--- config.mk ---
export PLATFORM = sky130hd
export DESIGN_NAME = pll_lock_monitor_flat
export DESIGN_NICKNAME = d
export VERILOG_FILES = /design/src/rtl/pll_lock_monitor_if.sv /design/src/rtl/pll_lock_monitor.sv /design/src/flat_wrapper.sv
export SDC_FILE = /design/constraint.sdc
export NUM_CORES = 1
export LEC_CHECK = 0
export ABC_AREA = 1
export CORE_UTILIZATION = 55
export DETAILED_ROUTE_END_ITERATION = 8
export PLACE_DENSITY = 0.77
export SYNTH_ARGS = -nofsm -noshare
export SYNTH_HDL_FRONTEND = slang
export SYNTH_SLANG_ARGS = --single-unit
--- constraint.sdc ---
create_clock -name clk -period 2.93 [get_ports clk]
set_clock_uncertainty 0.2 [all_clocks]
set_input_delay 0.4395 -clock clk [delete_from_list [all_inputs] [get_ports clk]]
set_output_delay 0.4395 -clock clk [all_outputs]
set_load 0.02 [all_outputs]
--- src/rtl/pll_lock_monitor_if.sv ---
// Monitor-side bundle: reference input and controls in, lock status and measurement out.
// Carries no flow control; every output is a registered level or single-cycle pulse.
// master drives the controls and observes the status; slave is the monitor itself.
interface pll_lock_monitor_if #(
    parameter int CNT_W = 16
);
    logic             ref_in;
    logic             enable;
    logic             err_clr;
    logic             locked;
    logic             ref_lost;
    logic [CNT_W-1:0] meas;
    logic             meas_valid;
    logic [7:0]       err_cnt;

    modport master (
        output ref_in, enable, err_clr,
        input  locked, ref_lost, meas, meas_valid, err_cnt
    );

    modport slave (
        input  ref_in, enable, err_clr,
        output locked, ref_lost, meas, meas_valid, err_cnt
    );
endinterface

--- src/rtl/pll_lock_monitor.sv ---
// Purpose: frequency-checks the local clock against an async reference; derives LOCKED / REF_LOST.
// Latency: REF_IN edge reaches the logic 3 clk later; all outputs registered, MEAS_VALID 1 clk after close.
// Backpressure: none; MEAS_VALID is a one-shot pulse and is not held for a consumer.
module pll_lock_monitor #(
    parameter int REF_EDGES    = 16,
    parameter int RATIO        = 10,
    parameter int TOL          = 2,
    parameter int LOCK_WINDOWS = 4,
    parameter int TIMEOUT      = 64,
    parameter int CNT_W        = 16
) (
    input  logic              clk,
    input  logic              rst,
    pll_lock_monitor_if.slave mon
);
    localparam int EDGE_W = $clog2(REF_EDGES + 1);
    localparam int GAP_W  = $clog2(TIMEOUT + 1);
    localparam int GOOD_W = $clog2(LOCK_WINDOWS + 1);
    localparam int TARGET = REF_EDGES * RATIO;
    localparam logic [CNT_W-1:0] CNT_MAX = '1;
    localparam logic [CNT_W:0]   MEAS_LO = (CNT_W+1)'((TARGET > TOL) ? TARGET - TOL : 0);
    localparam logic [CNT_W:0]   MEAS_HI = (CNT_W+1)'(TARGET + TOL);

    typedef enum logic [1:0] {IDLE, ALIGN, MEASURE, LOST} state_t;

    state_t            state, state_nxt;
    logic              s1, s2, s3;
    logic              ref_edge;
    logic [CNT_W-1:0]  cnt;
    logic [EDGE_W-1:0] edges;
    logic [GAP_W-1:0]  gap;
    logic [GOOD_W-1:0] good_cnt;
    logic              locked_q, ref_lost_q, meas_valid_q;
    logic [CNT_W-1:0]  meas_q;
    logic [7:0]        err_q;

    logic              track_gap, timeout, open_win, close_win, win_sat, win_good;
    logic [CNT_W:0]    meas_sum;
    logic [CNT_W-1:0]  meas_new;
    logic [GOOD_W-1:0] good_inc;

    assign ref_edge = s2 & ~s3;

    always_ff @(posedge clk) begin
        if (rst) state <= IDLE;
        else     state <= state_nxt;
    end

    always_comb begin
        state_nxt = state;
        if (!mon.enable) begin
            state_nxt = IDLE;
        end else begin
            case (state)
                IDLE:    state_nxt = ALIGN;
                ALIGN:   if (timeout) state_nxt = LOST;
                         else if (ref_edge) state_nxt = MEASURE;
                MEASURE: if (timeout) state_nxt = LOST;
                LOST:    if (ref_edge) state_nxt = MEASURE;
                default: state_nxt = IDLE;
            endcase
        end
    end

    // Timeout and edge are exclusive by construction, so timeout outranks a window close.
    always_comb begin
        track_gap = (state == ALIGN) || (state == MEASURE);
        timeout   = mon.enable && track_gap && !ref_edge && (gap == GAP_W'(TIMEOUT - 1));
        open_win  = mon.enable && ref_edge && ((state == ALIGN) || (state == LOST));
        close_win = mon.enable && ref_edge && (state == MEASURE)
                    && (edges == EDGE_W'(REF_EDGES - 1));
        win_sat   = (cnt == CNT_MAX);
        meas_sum  = {1'b0, cnt} + (CNT_W+1)'(1);
        meas_new  = win_sat ? cnt : meas_sum[CNT_W-1:0];
        win_good  = !win_sat && (meas_sum >= MEAS_LO) && (meas_sum <= MEAS_HI);
        good_inc  = (good_cnt == GOOD_W'(LOCK_WINDOWS)) ? good_cnt : good_cnt + GOOD_W'(1);
    end

    always_ff @(posedge clk) begin
        if (rst) begin
            {s1, s2, s3}  <= 3'b000;
            cnt           <= '0;
            edges         <= '0;
            gap           <= '0;
            good_cnt      <= '0;
            locked_q      <= 1'b0;
            ref_lost_q    <= 1'b0;
            meas_q        <= '0;
            meas_valid_q  <= 1'b0;
            err_q         <= '0;
        end else begin
            s1           <= mon.ref_in;
            s2           <= s1;
            s3           <= s2;
            meas_valid_q <= 1'b0;
            if (!mon.enable) begin
                cnt        <= '0;
                edges      <= '0;
                gap        <= '0;
                good_cnt   <= '0;
                locked_q   <= 1'b0;
                ref_lost_q <= 1'b0;
            end else begin
                if (timeout || ref_edge || !track_gap) gap <= '0;
                else                                   gap <= gap + GAP_W'(1);

                if (timeout) begin
                    ref_lost_q <= 1'b1;
                    locked_q   <= 1'b0;
                    good_cnt   <= '0;
                    cnt        <= '0;
                    edges      <= '0;
                end else if (open_win) begin
                    ref_lost_q <= 1'b0;
                    cnt        <= '0;
                    edges      <= '0;
                end else if (close_win) begin
                    // The closing edge doubles as the opening edge of the next window.
                    cnt          <= '0;
                    edges        <= '0;
                    meas_q       <= meas_new;
                    meas_valid_q <= 1'b1;
                    if (win_good) begin
                        good_cnt <= good_inc;
                        locked_q <= (good_inc == GOOD_W'(LOCK_WINDOWS));
                    end else begin
                        good_cnt <= '0;
                        locked_q <= 1'b0;
                        if (err_q != 8'hFF) err_q <= err_q + 8'd1;
                    end
                end else if (state == MEASURE) begin
                    if (!win_sat) cnt <= cnt + CNT_W'(1);
                    if (ref_edge) edges <= edges + EDGE_W'(1);
                end
            end
            if (mon.err_clr) err_q <= '0;
        end
    end

    assign mon.locked     = locked_q;
    assign mon.ref_lost   = ref_lost_q;
    assign mon.meas       = meas_q;
    assign mon.meas_valid = meas_valid_q;
    assign mon.err_cnt    = err_q;
endmodule

--- src/flat_wrapper.sv ---
// flat-port wrapper written by rule: the top's interface ports become plain ports
module pll_lock_monitor_flat 
#(
    parameter int REF_EDGES    = 16,
    parameter int RATIO        = 10,
    parameter int TOL          = 2,
    parameter int LOCK_WINDOWS = 4,
    parameter int TIMEOUT      = 64,
    parameter int CNT_W        = 16
)
  (clk, rst, mon_ref_in, mon_enable, mon_err_clr, mon_locked, mon_ref_lost, mon_meas, mon_meas_valid, mon_err_cnt);
  pll_lock_monitor_if #(.CNT_W(CNT_W)) mon_i ();
  input  logic clk;
  input  logic rst;
  input wire logic [$bits(mon_i.ref_in)-1:0] mon_ref_in;
  input wire logic [$bits(mon_i.enable)-1:0] mon_enable;
  input wire logic [$bits(mon_i.err_clr)-1:0] mon_err_clr;
  output wire logic [$bits(mon_i.locked)-1:0] mon_locked;
  output wire logic [$bits(mon_i.ref_lost)-1:0] mon_ref_lost;
  output wire logic [$bits(mon_i.meas)-1:0] mon_meas;
  output wire logic [$bits(mon_i.meas_valid)-1:0] mon_meas_valid;
  output wire logic [$bits(mon_i.err_cnt)-1:0] mon_err_cnt;
  assign mon_i.ref_in = mon_ref_in;
  assign mon_i.enable = mon_enable;
  assign mon_i.err_clr = mon_err_clr;
  assign mon_locked = mon_i.locked;
  assign mon_ref_lost = mon_i.ref_lost;
  assign mon_meas = mon_i.meas;
  assign mon_meas_valid = mon_i.meas_valid;
  assign mon_err_cnt = mon_i.err_cnt;
  pll_lock_monitor #(.REF_EDGES(REF_EDGES), .RATIO(RATIO), .TOL(TOL), .LOCK_WINDOWS(LOCK_WINDOWS), .TIMEOUT(TIMEOUT), .CNT_W(CNT_W)) u_core (.clk(clk), .rst(rst), .mon(mon_i));
endmodule
* Word-level counts from Yosys, hierarchy flattened
Index checks and enable logic that the tools add are counted.
** Word-level totals
- Flip-flop bits (word level) :: 63
- Input port bits :: 5
- Output and inout bits :: 27
- Logic and storage cells :: 78
** Cells by class
- Add/sub/neg operators :: 6
- $lt $le $gt $ge :: 2
- Equality and inequality tests :: 10
- Muxes and demuxes :: 11
- Bitwise gates (word level) :: 7
- Reduce and logical (&&, ||, !) cells :: 29
** Operators by type and width (number)
- $add 16x1->17 const B :: 1
- $ge 17x8->1 const B :: 1
- $le 17x8->1 const B :: 1
- $add 16x1->16 const B :: 1
- $eq 16x16->1 const B :: 1
- $mux 16 :: 1
- $logic_and 1x1->1 :: 9
- $add 8x1->8 const B :: 1
- $ne 8x8->1 const B :: 1
- $pmux 2 s4 :: 1
- $add 7x1->7 const B :: 1
- $eq 7x6->1 const B :: 1
- $eq 3x3->1 const B :: 2
- $mux 2 :: 3
- $mux 3 :: 2
- $not 1->1 :: 6
- $reduce_and 2->1 :: 3
- $reduce_and 6->1 :: 1
- $reduce_or 3->1 :: 2
- $add 5x1->5 const B :: 1
- $eq 5x4->1 const B :: 1
- $reduce_or 5->1 :: 1
- $eq 2x2->1 const B :: 2
- $logic_or 1x1->1 :: 4
- other kinds (11) :: 17

* Depth between registers and ports, before layout
Gate-level depths: netlist of run 1.
- Depth in word-level cells :: 8
- Gate-level depth with buffers :: 14
- Gate-level depth less buffers :: 14

* Worst setup path after synthesis of run 1
No wires, ideal clock.
- Path kind :: register to register
- Start point :: register u_core.cnt[0]
- End point :: register u_core.err_q[3] (netlist: u_core.mon.err_cnt[3])
- Library setup time :: 0.070 ns
- Arrival :: 1.802 ns
- Data required time :: 2.660 ns
- Slack :: 0.858 ns
- Cell stages (with the launch flop) :: 14
- Clock period less this slack :: 2.072 ns
- Cells stage by stage :: dfxtp_1 -> ha_1 -> nand2_2 -> nor2_4 -> nand3_2 -> nand2_2 -> inv_2 -> nor2_2 -> nand2_2 -> nor2_4 -> nand3_4 -> nand2_4 -> nand2_1 -> a21oi_1
** On the way
- Longest elaborated chain between the ends :: 6
- Elaborated cells on any way between the ends :: 9
** Ends and longest elaborated chain
- from (decl) :: RTL line pll_lock_monitor.sv:29 : logic [CNT_W-1:0] cnt;
- from (signal assigned) :: RTL line pll_lock_monitor.sv:132 : if (!win_sat) cnt <= cnt + CNT_W'(1);
- $add 16x1->17 / $eq 16x16->1 (equally long branches) :: RTL line pll_lock_monitor.sv:73, pll_lock_monitor.sv:72
- $ge 17x8->1 / $logic_not 1->1 (equally long branches) :: RTL line pll_lock_monitor.sv:75 : win_good = !win_sat && (meas_sum >= MEAS_LO) && (meas_sum <= MEAS_HI);
- $logic_and 1x1->1 :: RTL line pll_lock_monitor.sv:75
- $logic_and 1x1->1 (*) :: RTL line pll_lock_monitor.sv:75
- $not 1->1 (no source line) (*)
- $reduce_and 6->1 (no source line) (*)
- to (signal assigned) :: RTL line pll_lock_monitor.sv:129 : if (err_q != 8'hFF) err_q <= err_q + 8'd1;
- to (decl) :: RTL line pll_lock_monitor.sv:35 : logic [7:0] err_q;
Mark *: on every way between the ends. The rest lies on a longest branch, timed or not.
A chain may end at the register's enable or synchronous reset.

* Worst setup path after layout of run 1
- Start point :: register u_core.cnt[0]
- End point :: register u_core.cnt[9]
** On the way
- Longest elaborated chain between the ends :: 3
- Elaborated cells on any way between the ends :: 4
** Ends and longest elaborated chain
- branches (longest 3 deep; another with $add 16x1->16)
Several ways; the timed one is not identified.

==> results of run 1 <==
==> final cells by class <==
type / count / area share, %
clock buffer: 13 / 4.137
inverter: 67 / 6.221
sequential: 63 / 30.89
clock inverter: 3 / 0.9807
tap: 75 / 2.298
timing repair buffer: 36 / 8.520
multi-input combinational: 350 / 46.95
==> worst max-delay path by stage <==
stage | startpoint | endpoint | slack (ns)
2_1_floorplan | u_core.cnt[0] | u_core.mon.err_cnt[3] | 0.86
3_3_place_gp | mon_enable | u_core.mon.err_cnt[3] | 0.58
3_5_place_dp | mon_enable | u_core.mon.err_cnt[1] | 0.47
4_1_cts | u_core.cnt[0] | u_core.cnt[9] | 0.50
5_1_grt | u_core.cnt[1] | u_core.mon.err_cnt[6] | 0.32
6_report | u_core.cnt[0] | u_core.cnt[9] | 0.47
==> stage by stage <==
step	instances	cell area (um^2)	total power [uW]
finish	607	4083	1687
global route	607	4083	1743
CTS	607	4083	1705
detailed placement	591	3874	917.6
global placement	591	3874	916.7
floorplan	489	3478	902.6
==> kinds of logic after synthesis <==
group	Yosys count
and+or+nand+nor	258
buffers and inverters	76
AOI/OAI and AO/OA	70
DFF	63
adders and majority gates	12
xor gates and xnor gates	10
==> worst reg2reg max path, delay by kind of cell (launching register included) <==
| family | cells | cell delay [ns] |
|---|---|---|
| compound gates | 1 | 0.24 |
| fa+ha+maj | 1 | 0.29 |
| buf+inv | 2 | 0.42 |
| flops | 1 | 0.39 |
| simple gates | 5 | 0.85 |
==> flip-flops by register name, summed over array words and instances (netlist names) <==
register               flops
u_core.gap                 7
u_core.mon.ref_lost        1
u_core.edges               5
u_core.mon.err_cnt         8
u_core.state               2
u_core.s3                  1
u_core.cnt                16
u_core.s2                  1
u_core.mon.meas_valid      1
u_core.good_cnt            3
u_core.s1                  1
u_core.mon.locked          1
u_core.mon.meas           16
==> cells in the mapped netlist (all sizes together), types with 5 or more instances <==
library cell	number	share of area, %
o211ai	8	1.7
buf	6	1.0
nand3	42	6.9
dfxtp	63	36
nand4	19	3.4
inv	64	7.0
xnor2	5	1.3
ha	12	4.3
xor2	5	1.3
nand2	122	15
a21oi	32	4.6
nor2	66	9.8
a211oi	9	1.9
o21ai	15	2.2
==> per-layer routing <==
layer / global-route usage [%] / vias up
met4: 9.464 / 0
met2: 41.75 / 81
met5: 0 / -
met1: 32.15 / 1525
li1: - / 1672
met3: 6.667 / 9
==> power breakdown <==
group,internal [uW],switching (uW)
sequential,859,2.02
combinational,12.6,25.2
clock,460,329
total,1330,356
==> summary.md, run 1 <==
| Metric | Value |
|---|---|
| Crit-path max FO | 14 |
| Routed wire length | 7833 um |
| Pwr/cell area | 413.3 mW/mm^2 |
| Relative slew slack | 59.29% |
| CP max stage delay | 0.47 ns |
| Clock Latency Late Sink | 0.34 ns |
| Final core utilization | 67.75% |
| FILL cells | 517 |
| Post-synth EDFFs | 0 |
| Flop-to-flop setup slack | 0.47 ns |
| Critical R2R Launch | u_core.cnt[0] |
| # DRC | 0 |
| Die ar. | 0.006646 mm^2 |
| Crit Path Class | flip-flop to flip-flop |
| Drt wl/cell | 12.90 um |
| Final Wtd Congestion | 0.8487 |
| Max H-tree Level | 3 |
| Maxcap violations | 0 |
| Multi-input gate area | 0.001917 mm^2 |
| Final hold vios | 0 |
| Static Leak | 0.001730 uW |
| Sequential area share after synthesis | 36.26% |
| Post-Synth Simple-Gate Area | 36.47% |
| Final setup viols | 0 |
| CTS root buf | clkbuf_8 |
| Combinational family with the most area after synthesis | simple AND/OR/NAND/NOR gates |
| Synthesized area | 0.003478 mm^2 |
| Syn. warnings | 0 |
| Synthesis-to-layout area growth | 17.37% |
| Core footprint | 0.006026 mm^2 |
| Post-Synth XOR/XNOR Area | 2.518% |
| Final min period | 2.465 ns |
| CTS-repair resized insts | 0 |
| Die X | 81.53 um |
| Pre-CTS setup slack | 0.4721 ns |
| Iteration-0 DRC count of the detailed router | 125 |
| Number of I/O port buffers | 31 |
| Remaining Overflow, GRT | 0 |
| Antenna diodes | 0 |
| Initial antenna violation count | 0 |
| CP startpoint kind | flip-flop |
| Critical path arrival | 2.52 ns |
| Average size of a mapped cell | 7.113 um^2 |
| Synth async-reset ratio | 0% |
| Synth Flop Type | dfxtp_1 |
| Critical path's top delay family | simple AND/OR/NAND/NOR gates |
| RSZ-0062 raised after global routing | no |
| Setup bufs post-CTS | 0 |
| Post-synthesis adder-cell area fraction | 4.317% |
| DRT antenna net count | 0 |
| First-pass GRT wire length | 12,940 um |
| Slowest CP cell | nor2_2 |
| Syn nets | 506 |
| Die Y | 81.53 um |
| M1 wire length | 3694 um |
| Met3 wire length | 374 um |
| WHS Endpoint | u_core.s2 |
| Gr usage total | 25.56% |
| Mux cell area share after synthesis | 0% |
| Tightest Pin Transition | 0.6100 ns |
| Hold WS | 0.2200 ns |
| Number of cell rows | 28 |
| Drt first pass iters | 5 |
| Cells along the critical path | ha_1, nand2_2, nor2_4, nand2_4, nor2_8, nor2_2, clkinv_1, buf_4, a211oi_1 |
| FMAX | 0.4058 GHz |
| Crit. path cell count | 9 |
| Tcrit/Tclk final | 84.11% |
| Worst-path clk slew | 0.07 ns |
| Max-slew violation count | 0 |
| Synth Instances | 489 |
| Initial Util | 57.72% |
| Crit path required time | 2.99 ns |
| CTS tree | yes |
| Setup WS post-layout | 0.4655 ns |
| Outcome | complete, no violations |
| Reg2reg end | u_core.cnt[9] |
| Vias in the first global route | 2,944 |
| Synth unique cells | 35 |
| Top Ports | 32 |
| TNS Setup | 0 ns |
| Register area | 0.001261 mm^2 |
| Clock Path Buffers | 2 |
| Buf/Inv on CP | 2 |
| Hold Path Origin | u_core.s1 |
| Hold-fix buffers, CTS | 0 |
| TritonCTS Buffers | 9 |
| Final #Nets | 544 |
| Compound-Gate Fraction of Synth Area | 11.80% |
| Dpl hpwl | 5711 um |
| Cell count of the worst hold path | 2 |
| Post-DR vias/cell | 5.415 |
| Synthesized flop and latch total | 63 |
| CP endpoint kind | flip-flop |
| Largest net degree at the start of global routing | 27 |
| FF-to-FF path depth | 9 |
| Most frequent cells in the layout | nand2_1, dfxtp_1, inv_1 |
| Commonest non-fill, non-tap cell in the layout | nand2_1 |
| Hold crit path type | flip-flop to flip-flop |
| Clock Sinks | 63 |
| Highest Signal Layer | met4 |
| DR vias | 3,287 |
| Detail Route met2 WL | 3679 um |
| VDD IR max | 0.2869 mV |
| Share of post-route cells with drive strength above 1 | 11.84% |
Note: power is estimated with default switching activity, not from simulation.
==> run 2, diff against run 1 <==
clock period = 2.5 ns   (was 2.93 ns; I/O delays follow)
==> summary.md, run 2 (same netlist as run 1, synthesis figures left out) <==
| Metric | Value |
|---|---|
| Critical path arrival | 2.31 ns (was 2.52 ns) |
| Flop-to-flop setup slack | 0.27 ns (was 0.47 ns) |
| Final min period | 2.233 ns (was 2.465 ns) |
| Remaining Overflow, GRT | 0 (unchanged) |
| Tightest Pin Transition | 0.5400 ns (was 0.6100 ns) |
| FILL cells | 522 (was 517) |
| Core footprint | 0.006026 mm^2 (unchanged) |
| Final #Nets | 548 (was 544) |
| DP Cell Count | 595 (was 591) |
| Clock Path Buffers | 2 (unchanged) |
| Setup WS post-layout | 0.2666 ns (was 0.4655 ns) |
| Critical R2R Launch | u_core.cnt[2] (was u_core.cnt[0]) |
| Routed wire length | 7761 um (was 7833 um) |
| Relative slew slack | 63.78% (was 59.29%) |
| Post-DR vias/cell | 5.455 (was 5.415) |
| Pwr/cell area | 448.1 mW/mm^2 (was 413.3 mW/mm^2) |
| Initial Util | 57.72% (unchanged) |
| Outcome | complete, no violations (unchanged) |
| Setup bufs post-CTS | 0 (unchanged) |
| Final Wtd Congestion | 0.8610 (was 0.8487) |
| Largest net degree at the start of global routing | 28 (was 27) |
| Reg2reg end | u_core.mon.err_cnt[2] (was u_core.cnt[9]) |
| Hold crit path type | flip-flop to flip-flop (unchanged) |
| Tcrit/Tclk final | 89.33% (was 84.11%) |
| Top Ports | 32 (unchanged) |
| Sw frac | 24.63% (was 21.08%) |
| Max-slew violation count | 0 (unchanged) |
| Drt wl/cell | 12.70 um (was 12.90 um) |
| Drt first pass iters | 5 (unchanged) |
| Crit path required time | 2.58 ns (was 2.99 ns) |
| Worst-path clk slew | 0.07 ns (about the same) |
| Cell count of the worst hold path | 2 (unchanged) |
| Vias in the first global route | 2,961 (was 2,944) |
| Synthesis-to-layout area growth | 17.59% (was 17.37%) |
| Static Leak | 0.001732 uW (was 0.001730 uW) |
| Die X | 81.53 um (unchanged) |
| Cells along the critical path | nand3_1, nor2_1, nand3_1, nand2_1, nand2_1, inv_1, nand2_1, nor2_4, nand3_4, nand2_4, nand2_1, a21oi_1 (was ha_1, nand2_2, nor2_4, nand2_4, nor2_8, nor2_2, clkinv_1, buf_4, a211oi_1) |
| Critical path's top delay family | simple AND/OR/NAND/NOR gates (unchanged) |
| Share of post-route cells with drive strength above 1 | 12.69% (was 11.84%) |
| Final hold vios | 0 (unchanged) |
| Number of I/O port buffers | 31 (unchanged) |
| VDD IR max | 0.3712 mV (was 0.2869 mV) |
| Maxcap violations | 0 (unchanged) |
| Register area | 0.001261 mm^2 (unchanged) |
| CP max stage delay | 0.48 ns (was 0.47 ns) |
| Combinational share of power | 2.5% (was 2.2%) |
| Clock Latency Late Sink | 0.34 ns (about the same) |
| P_int | 1381 uW (was 1332 uW) |
| Dpl hpwl | 5760 um (was 5711 um) |
| Clock Sinks | 63 (unchanged) |
| TNS Setup | 0 ns (unchanged) |
| Number of cell rows | 28 (unchanged) |
| Max H-tree Level | 3 (unchanged) |
| CTS-repair resized insts | 0 (unchanged) |
| Hold Path Origin | u_core.s1 (unchanged) |
| Buf/Inv on CP | 1 (was 2) |
| Crit Path Class | flip-flop to flip-flop (unchanged) |
| P_sw | 451.5 uW (was 355.7 uW) |
| Gr usage total | 25.47% (was 25.56%) |
| DRT antenna net count | 0 (unchanged) |
| Non-Filler Instances | 611 (was 607) |
| Hold WS | 0.2123 ns (was 0.2200 ns) |
| Pre-CTS setup slack | 0.2278 ns (was 0.4721 ns) |
| CTS tree | yes (unchanged) |
| WHS Endpoint | u_core.s2 (unchanged) |
| Most frequent cells in the layout | nand2_1, dfxtp_1, inv_1 (unchanged) |
| Sequential fraction of design power | 55.0% (was 51.0%) |
| Antenna diodes | 0 (unchanged) |
| First-pass GRT wire length | 13,050 um (was 12,940 um) |
| Multi-input gate area | 0.001917 mm^2 (unchanged) |
| Iteration-0 DRC count of the detailed router | 195 (was 125) |
| CTS root buf | clkbuf_8 (unchanged) |
| DR vias | 3,333 (was 3,287) |
| Crit-path max FO | 10 (was 14) |
| Setup crit start | u_core.cnt[2] (was u_core.cnt[0]) |
| Clock share of power | 42.4% (was 46.7%) |
| Most frequent CP cell | nand2_1 |
| Commonest non-fill, non-tap cell in the layout | nand2_1 (unchanged) |
| Die ar. | 0.006646 mm^2 (unchanged) |
| Initial antenna violation count | 0 (unchanged) |
| Final setup viols | 0 (unchanged) |
| Hold-fix buffers, CTS | 0 (unchanged) |
| CP startpoint kind | flip-flop (unchanged) |
| # DRC | 0 (unchanged) |
| FMAX | 0.4478 GHz (was 0.4058 GHz) |
| Die Y | 81.53 um (unchanged) |
| RSZ-0062 raised after global routing | no (unchanged) |
| FF-to-FF path depth | 12 (was 9) |
| Final core utilization | 67.88% (was 67.75%) |
| Slowest CP cell | dfxtp_1 (was nor2_2) |
| TritonCTS Buffers | 9 (unchanged) |
| CP endpoint kind | flip-flop (unchanged) |
run 2: changes by cell type in the layout (fill, tap and decap cells not counted), sizes merged:
cell and change:
clkinvlp +3, buf +4, clkinv +2, clkbuf -4, bufinv -1
run 2: worst max-delay path by stage:
| stage | endpoint | slack [ns] | cells after the start |
|---|---|---|---|
| 3_5_place_dp | u_core.mon.meas[11] | 0.23 | 7 |
| 6_report | u_core.mon.err_cnt[2] | 0.27 | 12 |
| 3_3_place_gp | u_core.mon.err_cnt[3] | 0.32 | 8 |
| 5_1_grt | u_core.mon.err_cnt[2] | 0.04 | 12 |
| 2_1_floorplan | u_core.mon.err_cnt[3] | 0.43 | 13 |
| 4_1_cts | u_core.mon.locked | 0.28 | 11 |
run 2: metal layers:
metal	global-route usage, %	up-vias	part of all wire, %
met5	0	-	0
li1	-	1679	-
met1	33.11	1561	47
met3	4.000	13	4.0
met4	10.54	0	1.8
met2	41.75	80	47
run 2: metrics by stage:
stage	area, um^2	total power, uW
final	4090	1833
after global routing	4090	1897
after CTS	4090	1851
after detailed placement	3916	1078
after global placement	3916	1076
after floorplan	3478	1058
run 2: layout make-up:
| class | instances | area share, % |
|---|---|---|
| Timing Repair Buffer | 40 | 9.544 |
| Multi-Input combinational cell | 350 | 46.86 |
| Tap cell | 75 | 2.294 |
| Inverter | 67 | 6.210 |
| Sequential cell | 63 | 30.84 |
| Clock buffer | 9 | 3.028 |
| Clock inverter | 7 | 1.224 |
run 2: worst reg2reg max path, stage by stage (launching register included):
cell and delay [ns]:
dfxtp_1 0.48, nand3_1 0.20, nor2_1 0.24, nand3_1 0.10
nand2_1 0.07, nand2_1 0.10, inv_1 0.10, nand2_1 0.09
nor2_4 0.13, nand3_4 0.14, nand2_4 0.14, nand2_1 0.07
a21oi_1 0.12
run 2: power by group through the flow:
stage	Sequential, uW	Combinational [uW]	Clock (uW)
2_1_floorplan	1030	26.6	0
3_3_place_gp	1030	44.8	0
3_5_place_dp	1030	45.9	0
4_1_cts	1010	46.3	796
5_1_grt	1010	51.4	837
6_report	1010	46.3	778
==> run 3, diff against run 2 <==
CAP_MARGIN = 5   (was not set)
CORE_UTILIZATION = 57   (was 55)
PLACE_DENSITY = 0.79   (was 0.77)
==> summary.md, run 3 (same netlist as run 1, synthesis figures left out) <==
| Metric | Value |
|---|---|
| Register area | 0.001261 mm^2 (unchanged) |
| Buf/Inv on CP | 0 (was 1) |
| Gr usage total | 26.18% (was 25.47%) |
| Routed wire length | 7915 um (was 7761 um) |
| CP max stage delay | 0.37 ns (was 0.48 ns) |
| Post-DR vias/cell | 5.455 (unchanged) |
| Max H-tree Level | 3 (unchanged) |
| FF-to-FF path depth | 13 (was 12) |
| Number of I/O port buffers | 31 (unchanged) |
| Tightest Pin Transition | 0.5372 ns (was 0.5400 ns) |
| Hold WS | 0.2061 ns (was 0.2123 ns) |
| # DRC | 0 (unchanged) |
| Final min period | 2.350 ns (was 2.233 ns) |
| Antenna diodes | 0 (unchanged) |
| Share of post-route cells with drive strength above 1 | 12.69% (unchanged) |
| DR vias | 3,333 (unchanged) |
| WHS Endpoint | u_core.s2 (unchanged) |
| Outcome | complete, no violations (unchanged) |
| Cell count of the worst hold path | 2 (unchanged) |
| Iteration-0 DRC count of the detailed router | 150 (was 195) |
| Initial antenna violation count | 0 (unchanged) |
| Initial Util | 59.10% (was 57.72%) |
| Critical path arrival | 2.41 ns (was 2.31 ns) |
| CTS tree | yes (unchanged) |
| Hold Path Origin | u_core.s1 (unchanged) |
| Critical path's top delay family | simple AND/OR/NAND/NOR gates (unchanged) |
| DRT antenna net count | 0 (unchanged) |
| Die Y | 80.12 um (was 81.53 um) |
| Multi-input gate area | 0.001924 mm^2 (was 0.001917 mm^2) |
| Slowest CP cell | dfxtp_1 (unchanged) |
| Largest net degree at the start of global routing | 28 (unchanged) |
| Most frequent CP cell | nand2_2 (was nand2_1) |
| Flop-to-flop setup slack | 0.15 ns (was 0.27 ns) |
| Clock Latency Late Sink | 0.34 ns (about the same) |
| Max-slew violation count | 0 (unchanged) |
| Worst-path clk slew | 0.07 ns (about the same) |
| Crit path required time | 2.56 ns (was 2.58 ns) |
| Clock Path Buffers | 2 (unchanged) |
| Die X | 80.12 um (was 81.53 um) |
| Maxcap violations | 0 (unchanged) |
| Final core utilization | 70.09% (was 67.88%) |
| Crit Path Class | flip-flop to flip-flop (unchanged) |
| VDD IR max | 0.3221 mV (was 0.3712 mV) |
| First-pass GRT wire length | 12,970 um (was 13,050 um) |
| Synthesis-to-layout area growth | 18.60% (was 17.59%) |
| Tcrit/Tclk final | 94.02% (was 89.33%) |
| Number of cell rows | 28 (unchanged) |
| Pwr/cell area | 463.9 mW/mm^2 (was 448.1 mW/mm^2) |
| Drt first pass iters | 5 (unchanged) |
| Critical R2R Launch | u_core.cnt[1] (was u_core.cnt[2]) |
| Final hold vios | 0 (unchanged) |
| CP startpoint kind | flip-flop (unchanged) |
| Most frequent cells in the layout | nand2_1, dfxtp_1, inv_1 (unchanged) |
| Commonest non-fill, non-tap cell in the layout | nand2_1 (unchanged) |
| Crit-path max FO | 10 (unchanged) |
| Remaining Overflow, GRT | 0 (unchanged) |
| Clock Sinks | 63 (unchanged) |
| FMAX | 0.4255 GHz (was 0.4478 GHz) |
| Dpl hpwl | 5705 um (was 5760 um) |
| Hold crit path type | flip-flop to flip-flop (unchanged) |
| Reg2reg end | u_core.mon.err_cnt[5] (was u_core.mon.err_cnt[2]) |
| Top Ports | 32 (unchanged) |
| Cells along the critical path | ha_2, nand2_2, nor2_4, nand3_4, nand2_2, nand2_2, nor2_2, nand2_2, nor2_4, nand3_4, nand2_4, nand2_1, a21oi_1 (was nand3_1, nor2_1, nand3_1, nand2_1, nand2_1, inv_1, nand2_1, nor2_4, nand3_4, nand2_4, nand2_1, a21oi_1) |
| Die ar. | 0.006418 mm^2 (was 0.006646 mm^2) |
| CP endpoint kind | flip-flop (unchanged) |
| Crit. path cell count | 13 (was 12) |
| TritonCTS Buffers | 9 (unchanged) |
| Vias in the first global route | 2,902 (was 2,961) |
| CTS root buf | clkbuf_8 (unchanged) |
| Core footprint | 0.005886 mm^2 (was 0.006026 mm^2) |
| Final Wtd Congestion | 0.8516 (was 0.8610) |
| Final #Nets | 548 (unchanged) |
| Relative slew slack | 63.96% (was 63.78%) |
| Final setup viols | 0 (unchanged) |
| TNS Setup | 0 ns (unchanged) |
| Static Leak | 0.001745 uW (was 0.001732 uW) |
| FILL cells | 503 (was 522) |
| Drt wl/cell | 12.95 um (was 12.70 um) |
run 3: cell types whose count changed in the layout (fill, tap and decap cells not counted), sizes merged:
| cell | before | now |
|---|---|---|
| bufinv | 0 | 1 |
| clkinvlp | 3 | 1 |
| clkbuf | 9 | 10 |
run 3: power by group:
group          internal [uW]  switching [uW]
Combinational           17.0            30.1
Clock                    457             401
Sequential              1010            2.09
Total                   1480             433
run 3: what timing repair did:
item,in CTS,in global routing
hold buffers,0,0
endpoints found under the setup margin,0,7
setup buffers,0,2
gates resized for setup,0,2
run 3: through the flow:
stage                     cells  power (uW)  setup slack (ns)  cell area (um^2)
after floorplan             489        1058            0.4277              3478
after global placement      593        1077            0.2043              3914
after detailed placement    593        1078            0.1069              3914
after CTS                   609        1933            0.1634              4103
after global routing        611        1986         -0.007472              4125
final                       611        1914            0.1496              4125
run 3: worst max path at each step:
stage,from,endpoint
4_1_cts,u_core.state[1],u_core.mon.err_cnt[5]
2_1_floorplan,u_core.cnt[0],u_core.mon.err_cnt[3]
6_report,u_core.cnt[1],u_core.mon.err_cnt[5]
3_5_place_dp,mon_enable,u_core.mon.err_cnt[5]
5_1_grt,u_core.cnt[1],u_core.mon.err_cnt[5]
3_3_place_gp,mon_enable,u_core.mon.err_cnt[3]
run 3: area by class of cell:
type	instances	share of cell area (%)
Sequential cell	63	30.57
Tap cell	75	2.275
Timing Repair Buffer	40	9.766
Clock buffer	10	3.094
Inverter	67	6.157
Multi-Input combinational cell	350	46.65
Clock inverter	6	1.486
run 3: worst register-to-register path, cell delays in order, from the launching register on:
cell and delay (ns):
dfxtp_1 0.37, ha_2 0.23, nand2_2 0.10, nor2_4 0.28
nand3_4 0.12, nand2_2 0.08, nand2_2 0.07, nor2_2 0.14
nand2_2 0.07, nor2_4 0.10, nand3_4 0.16, nand2_4 0.15
nand2_1 0.06, a21oi_1 0.14
run 3: per-layer routing:
| layer | global-route usage, % | part of all wire, % | vias up |
|---|---|---|---|
| met5 | 0 | 0 | - |
| met1 | 33.82 | 46 | 1521 |
| met2 | 43.42 | 47 | 102 |
| li1 | - | - | 1689 |
| met3 | 4.545 | 4.8 | 21 |
| met4 | 9.821 | 2.3 | 0 |
